## src/rtl/contra_input_pkg.sv

```systemverilog
// Shared definitions for the keyboard front end: PS/2 set-2 scan codes,
// prefix-tracking states, direction keycodes and the held-key decode helper.
package contra_input_pkg;

  localparam logic [7:0] SC_W       = 8'h1D;
  localparam logic [7:0] SC_A       = 8'h1C;
  localparam logic [7:0] SC_S       = 8'h1B;
  localparam logic [7:0] SC_D       = 8'h23;
  localparam logic [7:0] SC_UP_X    = 8'h75;
  localparam logic [7:0] SC_LEFT_X  = 8'h6B;
  localparam logic [7:0] SC_DOWN_X  = 8'h72;
  localparam logic [7:0] SC_RIGHT_X = 8'h74;
  localparam logic [7:0] SC_SPACE   = 8'h29;
  localparam logic [7:0] SC_J       = 8'h3B;
  localparam logic [7:0] SC_ENTER   = 8'h5A;
  localparam logic [7:0] SC_EXT     = 8'hE0;
  localparam logic [7:0] SC_BRK     = 8'hF0;

  localparam logic [1:0] GS_PLAY = 2'b01;

  // Bit positions in the held-key flag vector.
  localparam int KEY_UP    = 0;
  localparam int KEY_LEFT  = 1;
  localparam int KEY_DOWN  = 2;
  localparam int KEY_RIGHT = 3;
  localparam int KEY_JUMP  = 4;
  localparam int KEY_FIRE  = 5;
  localparam int NUM_KEYS  = 6;

  typedef logic [NUM_KEYS-1:0] key_flags_t;

  typedef enum logic [1:0] {
    PS_IDLE,
    PS_EXT,
    PS_BRK,
    PS_EXT_BRK
  } prefix_state_e;

  typedef enum logic [3:0] {
    KC_NONE      = 4'd0,
    KC_UP        = 4'd1,
    KC_LEFT      = 4'd2,
    KC_DOWN      = 4'd3,
    KC_RIGHT     = 4'd4,
    KC_UPLEFT    = 4'd5,
    KC_UPRIGHT   = 4'd6,
    KC_DOWNLEFT  = 4'd7,
    KC_DOWNRIGHT = 4'd8
  } keycode_e;

  // One-hot flag for a code byte; all-zero for codes the game ignores.
  function automatic key_flags_t key_mask(input logic [7:0] code, input logic ext);
    key_flags_t m;
    m = '0;
    if (ext) begin
      case (code)
        SC_UP_X:    m[KEY_UP]    = 1'b1;
        SC_LEFT_X:  m[KEY_LEFT]  = 1'b1;
        SC_DOWN_X:  m[KEY_DOWN]  = 1'b1;
        SC_RIGHT_X: m[KEY_RIGHT] = 1'b1;
        default:    m = '0;
      endcase
    end else begin
      case (code)
        SC_W:     m[KEY_UP]    = 1'b1;
        SC_A:     m[KEY_LEFT]  = 1'b1;
        SC_S:     m[KEY_DOWN]  = 1'b1;
        SC_D:     m[KEY_RIGHT] = 1'b1;
        SC_SPACE: m[KEY_JUMP]  = 1'b1;
        SC_J:     m[KEY_FIRE]  = 1'b1;
        default:  m = '0;
      endcase
    end
    return m;
  endfunction

endpackage

```

## src/rtl/direction_encoder.sv

```systemverilog
// Maps four direction-held flags to the 0..8 movement keycode. Opposite
// directions held together cancel on that axis.
module direction_encoder
  import contra_input_pkg::*;
(
  input  logic       up_i,
  input  logic       left_i,
  input  logic       down_i,
  input  logic       right_i,
  output logic [3:0] keycode_o
);

  logic v_up, v_dn, h_l, h_r;
  keycode_e kc;

  assign v_up = up_i & ~down_i;
  assign v_dn = down_i & ~up_i;
  assign h_l  = left_i & ~right_i;
  assign h_r  = right_i & ~left_i;

  always_comb begin
    kc = KC_NONE;
    case ({v_up, v_dn, h_l, h_r})
      4'b1000: kc = KC_UP;
      4'b0100: kc = KC_DOWN;
      4'b0010: kc = KC_LEFT;
      4'b0001: kc = KC_RIGHT;
      4'b1010: kc = KC_UPLEFT;
      4'b1001: kc = KC_UPRIGHT;
      4'b0110: kc = KC_DOWNLEFT;
      4'b0101: kc = KC_DOWNRIGHT;
      default: kc = KC_NONE;
    endcase
  end

  assign keycode_o = kc;

endmodule

```

## src/rtl/key_input_decoder.sv

```systemverilog
// PS/2 scan-code stream to held game keys, movement keycode and start pulse.
// Outputs are registered one cycle after the held-flag update.
module key_input_decoder
  import contra_input_pkg::*;
(
  input  logic       Clk,
  input  logic       Reset_n,
  input  logic       scan_valid,
  input  logic [7:0] scan_data,
  input  logic [1:0] gameState,
  output logic [3:0] keycode,
  output logic       keyPress,
  output logic       Jumping,
  output logic       Shooting,
  output logic       startPulse
);

  prefix_state_e state_q, state_d;
  key_flags_t    flags_q, flags_d;
  logic          start_evt_q, start_evt_d;
  logic [3:0]    keycode_q;
  logic          keypress_q, jump_q, shoot_q, start_pulse_q;
  logic [3:0]    kc_raw;
  logic          play;

  always_ff @(posedge Clk or negedge Reset_n) begin
    if (!Reset_n) begin
      state_q     <= PS_IDLE;
      flags_q     <= '0;
      start_evt_q <= 1'b0;
    end else begin
      state_q     <= state_d;
      flags_q     <= flags_d;
      start_evt_q <= start_evt_d;
    end
  end

  // Prefix tracker: E0 marks extended, F0 marks break; the final byte acts.
  always_comb begin
    state_d     = state_q;
    flags_d     = flags_q;
    start_evt_d = 1'b0;
    if (scan_valid) begin
      case (state_q)
        PS_IDLE: begin
          if (scan_data == SC_EXT)      state_d = PS_EXT;
          else if (scan_data == SC_BRK) state_d = PS_BRK;
          else begin
            flags_d     = flags_q | key_mask(scan_data, 1'b0);
            start_evt_d = (scan_data == SC_ENTER);
          end
        end
        PS_EXT: begin
          if (scan_data == SC_BRK)      state_d = PS_EXT_BRK;
          else if (scan_data != SC_EXT) begin
            flags_d = flags_q | key_mask(scan_data, 1'b1);
            state_d = PS_IDLE;
          end
        end
        PS_BRK: begin
          if (scan_data != SC_BRK) begin
            flags_d = flags_q & ~key_mask(scan_data, 1'b0);
            state_d = PS_IDLE;
          end
        end
        PS_EXT_BRK: begin
          flags_d = flags_q & ~key_mask(scan_data, 1'b1);
          state_d = PS_IDLE;
        end
        default: state_d = PS_IDLE;
      endcase
    end
  end

  direction_encoder u_dir (
    .up_i      (flags_q[KEY_UP]),
    .left_i    (flags_q[KEY_LEFT]),
    .down_i    (flags_q[KEY_DOWN]),
    .right_i   (flags_q[KEY_RIGHT]),
    .keycode_o (kc_raw)
  );

  assign play = (gameState == GS_PLAY);

  // Flags keep tracking outside play; only the reported levels are masked.
  always_ff @(posedge Clk or negedge Reset_n) begin
    if (!Reset_n) begin
      keycode_q     <= '0;
      keypress_q    <= 1'b0;
      jump_q        <= 1'b0;
      shoot_q       <= 1'b0;
      start_pulse_q <= 1'b0;
    end else begin
      keycode_q     <= play ? kc_raw : 4'd0;
      keypress_q    <= play & (flags_q[KEY_UP] | flags_q[KEY_LEFT] | flags_q[KEY_DOWN]
                              | flags_q[KEY_RIGHT] | flags_q[KEY_JUMP]);
      jump_q        <= play & flags_q[KEY_JUMP];
      shoot_q       <= play & flags_q[KEY_FIRE];
      start_pulse_q <= start_evt_q;
    end
  end

  assign keycode    = keycode_q;
  assign keyPress   = keypress_q;
  assign Jumping    = jump_q;
  assign Shooting   = shoot_q;
  assign startPulse = start_pulse_q;

endmodule
```

## config.mk

```make
export PLATFORM = sky130hd
export DESIGN_NAME = key_input_decoder
export DESIGN_NICKNAME = d
export VERILOG_FILES = /design/src/rtl/contra_input_pkg.sv /design/src/rtl/direction_encoder.sv /design/src/rtl/key_input_decoder.sv
export SDC_FILE = /design/constraint.sdc
export NUM_CORES = 1
export LEC_CHECK = 0
export ABC_CLOCK_PERIOD_IN_PS = 1500
export CAP_MARGIN = 20
export CORE_MARGIN = 2
export CORE_UTILIZATION = 44
export DETAILED_ROUTE_END_ITERATION = 16
export PLACE_DENSITY = 0.76
export SYNTH_ARGS = -nofsm -noshare
export SYNTH_HDL_FRONTEND = slang
export SYNTH_SLANG_ARGS = --single-unit
```

## constraint.sdc

```tcl
create_clock -name Clk -period 1.5 [get_ports Clk]
set_clock_uncertainty 0.05 [all_clocks]
set_input_delay 0.3 -clock Clk [delete_from_list [all_inputs] [get_ports Clk]]
set_output_delay 0.3 -clock Clk [all_outputs]
set_load 0.02 [all_outputs]
```

Word-level counts from Yosys, hierarchy flattened
Memories as Yosys holds them, arrays and structs flattened.
Index checks and enable logic that the tools add are counted.
- memories: 1
- output and inout port bits: 8
- bits in read-only memories: 64
- flip-flop bits (word level): 17
- input bits: 13
- logic and storage cells: 99
- memories (memory ; depth ; width ; rd ports ; clocked after Yosys merged registers in ; wr ports ; RTL line ; RTL):
    (no name shown) ; 16 ; 4 ; 1 ; 0 ; 0 ; direction_encoder.sv:23 ; case ({v_up, v_dn, h_l, h_r})
- bitwise gates (word level): 21
- mux-type cells: 40
- equality and inequality tests: 26
- reductions and logical operators: 3
- operators with widths (kind ; number):
    $mux W6 ; 18
    $eq A8 B7 Y1 const B ; 5
    $eq A8 B5 Y1 const B ; 3
    $eq A8 B6 Y1 const B ; 3
    $pmux W6 S4 ; 1
    $eq A8 B8 Y1 const B ; 2
    $ne A8 B8 Y1 const B ; 2
    $mux W1 ; 14
    $and A6 B6 Y6 ; 2
    $not A6 Y6 ; 2
    $or A6 B6 Y6 ; 2
    $mux W2 ; 5
    $ne A2 B2 Y1 const B ; 5
    $pmux W2 S4 ; 1
    $and A1 B1 Y1 ; 7
    $ne A3 B3 Y1 const B ; 2
    $reduce_and A6 Y1 ; 1
    $eq A2 B1 Y1 const B ; 2
    $eq A2 B2 Y1 const B ; 2
    $mux W4 ; 1
    $not A1 Y1 ; 4
    $or A1 B1 Y1 ; 4
    $reduce_and A4 Y1 ; 1
    $logic_not A2 Y1 ; 1

Longest topological paths before layout
- depth in word-level cells: 10
- mapped depth: 6
- gate-level depth less buffers: 6

Hierarchy
From an unflattened synthesis, not the netlist that was laid out.
- cells, all modules: 95
- area, all modules: 1023.5 sq um
- modules (own cells, without submodules) (module ; sequential area each (sq um) ; times used ; cells each ; area an instance (sq um)):
    key_input_decoder ; 425.4 ; 1 ; 76 ; 877.1
    direction_encoder ; 0.0 ; 1 ; 19 ; 146.4

Worst setup path before layout
No wires, ideal clock.
- kind: register to register
- start point: register state_q[0]
- end point: register flags_q[2]
- buffers on the path: 0
- path slack: -0.004 ns
- library setup time: 0.128 ns
- period minus slack after synthesis: 1.504 ns
- cell stages (with the launch flop): 5
- data required time: 1.322 ns
- arrival: 1.326 ns
- cell sequence: dfrtp_1 or3b_1 nor4_1 o211ai_1 mux2i_1
- word-level cells in the longest chain between the ends: 3
- elaborated cells on any way between the ends: 11
- those cells by class: eq/ne: 8; mux: 1; reduce/logical: 2
- ends and longest elaborated chain (item ; RTL line ; RTL):
    start, declared ; key_input_decoder.sv:18 ; prefix_state_e state_q, state_d;
    start signal, assigned ; key_input_decoder.sv:32 ; state_q <= state_d;
    $eq A2 B1 Y1, or another cell as far along ; key_input_decoder.sv:44 ; case (state_q)
    $ne A2 B2 Y1 (no line) ; -- ;
    $reduce_and A6 Y1 (no line) ; -- ;
    end signal, assigned ; key_input_decoder.sv:33 ; flags_q <= flags_d;
    end, declared ; key_input_decoder.sv:19 ; key_flags_t flags_q, flags_d;
Parallel ways exist; a longest one is shown, timed or not.
A chain may end at the register's enable or synchronous reset.

Final worst setup path
Same ends and word-level chain as after synthesis.

==> qor.csv <==
metric;value;unit
failing checks;setup timing;
TNS Setup;-0.05599;ns
PnR worst setup slack;-0.02863;ns
area of the multi-input gates;554.3;um^2
design area;1434;um^2
Syn Nets;112;
RSZ-0062 raised after global routing;true;
Die H;50.46;um
Hold Buf Count CTS;0;
Yosys reg bits;17;
CP Capture Type;flip-flop;
final antenna-violating net count;0;
GR Util All Layers;22.14;%
fin cells;168;
crit share post-route;101.9;%
mux cell area share after synthesis;6.456;%
# DRC;0;
reg2reg setup slack;-0.03;ns
placed instance count;164;
pwr/cell area;636.4;nW/um^2
drt pass-1 iters;4;
crit path DAT;1.65;ns
CTS tree;done;
power consumption;912.5;uW
sequential-to-total area share from yosys stat;44.80;%
Setup Buffers After CTS;0;
worst rel slew slack;75.86;%
VDD IR-drop max;0.6262;mV
Initial Utilization;47.44;%
global-route wire length before repair;4174;um
kind of critical path;flip-flop to flip-flop;
Post-Synth Simple-Gate Area;29.91;%
Synth Area in XOR/XNOR;0.9223;%
Clk Latency, worst-skew pair;0.29;ns
H-tree levels;1;
Worst-path clk slew;0.10;ns
row count;16;
Mapped Avg Cell Area;9.790;um^2
final hold viol count;0;
Port Buffers;20;
largest family of logic cells by synthesized area;simple AND/OR/NAND/NOR gates;
Compound-Gate Fraction of Synth Area;10.14;%
commonest non-fill, non-tap cell in the layout;buf_4;
register area;425.4;um^2
Least-Margin Pin Slew;0.3588;ns
LEAKAGE;0.0006938;uW
Post-Route WL;2513;um
nets;157;
vias in the first global route;890;
# fillers;153;
reg2reg path depth;4;
Cell variety after synth;35;
hold crit path type;primary input to asynchronous set/reset pin;
Synth warnings;0;
WL/cell;14.96;um
antenna violations before repair;0;
CP Max Fanout;3;
placer congestion estimate;0.9231;
Most used DFF post-synth;dfrtp_1;
max-slew violations;0;
gr ovfl total;0;
antenna cells;0;
dpl hpwl;1987;um
R2R Path End;flags_q[2];
Async SR Flop Fraction;100.0;%
CTS sink cnt;17;
core region area;2002;um^2
Root Buffer;clkbuf_4;
Boundary Pins;21;
Synth Cell Area;949.7;um^2
Post-DP Area;1346;um^2
Final min period;1.529;ns
die area;2546;um^2
status;finished, violations left;
vias per cell;5.673;
Critical R2R Launch;state_q[0];
max_cap viols;0;
cell count after synthesis;97;
clock tree buffer depth;2;
layout cells sized above 1;28.37;%
largest net degree at the start of global routing;18;
Area Growth Syn to Fin;50.99;%
DRT iter0 DRCs;21;
Post-synth EDFFs;0;
Die Wd;50.46;um
final setup vio count;2;
post-synthesis adder-cell area fraction;3.689;%
TritonCTS Buffers;3;
most frequent cells in the layout;buf_4 (20), dfrtp_1 (17), dlygate4sd2_1 (14), nor2_1 (8), inv_1 (6);
DR vias;953;
Peak Freq;0.6542;GHz
startpoint types;flip-flop;
Worst Path Required;1.62;ns
[flip-flops by register name (all words and copies together), names as in the netlist]
name         count
Jumping          1
keyPress         1
startPulse       1
keycode          4
start_evt_q      1
flags_q          6
state_q          2
Shooting         1
[how the worst max path moves through the flow]
stage	startpoint	end	cells past startpoint
5_1_grt	state_q[0]	flags_q[2]	4
2_1_floorplan	state_q[0]	flags_q[2]	4
3_3_place_gp	scan_data[3]	flags_q[2]	5
6_report	state_q[0]	flags_q[2]	4
4_1_cts	state_q[0]	flags_q[2]	4
3_5_place_dp	scan_data[5]	flags_q[1]	5
[logic make-up (layout without fill, tap and decap cells)]
logic type               count (synthesis)  count (layout)
AND/OR/NAND/NOR                         46              46
flip-flops                              17              17
AO/OA/AOI/OAI                           14              14
buffers and inverters                   10              54
multiplexers                             6               6
adder cells (fa/ha/maj)                  3               3
XOR/XNOR                                 1               1
[synth_stat cells (all sizes together) (2+ instances only)]
cell | n | area share, %
ha | 2 | 2.6
nand3 | 3 | 1.6
nand2b | 2 | 1.3
nand3b | 4 | 3.2
nand2 | 6 | 2.4
a21oi | 5 | 2.6
nor4 | 6 | 4.6
nor2 | 9 | 3.6
dfrtp | 17 | 45
mux2i | 5 | 5.3
clkbuf | 2 | 0.79
inv | 7 | 2.8
o211ai | 4 | 3.7
nor3 | 6 | 3.2
o21bai | 2 | 1.6
[final cells by class]
type                       count  area share, %
multi-input combinational     70          38.66
sequential                    17          29.67
clock buffer                   3          1.571
timing repair buffer          43          25.57
clock inverter                 1         0.3490
inverter                       7          1.832
tap                           27          2.356
[worst max-delay path, cell delays in order (launching register included)]
cell and delay (ns):
dfrtp_1 0.43, or3b_4 0.43, nor4_4 0.21, o211ai_1 0.13, mux2i_1 0.15
[where the power goes]
| group | leakage, uW | internal [uW] | total [uW] | switching (uW) |
|---|---|---|---|---|
| Sequential | 0.000205 | 469 | 479 | 10.0 |
| Combinational | 0.000471 | 95.9 | 189 | 93.1 |
| Clock | 0.0000177 | 99.2 | 244 | 145 |
[routing by layer]
metal	part of all wire, %	wire (um)	GRT usage (%)
met5	0	0	0
met4	1.1	27	4.054
met3	4.3	107	3.571
met2	54	1364	41.67
met1	40	1013	26.48
[through the flow]
stage	setup slack [ns]	util [%]	hold WS, ns
floorplan	0.01362	-	-0.04559
global placement	-0.4735	67.25	0.2886
detailed placement	-0.4706	67.25	0.2881
CTS	-0.02478	70.19	0.2767
global route	-0.1070	71.63	0.2873
finish	-0.02863	71.63	0.2688
[timing repair]
item / CTS / global route
resized for setup: 25 / 6
pin swaps: 8 / 3
endpoints found under the setup margin: 13 / 6
Power figures use the tool's default switching activity.
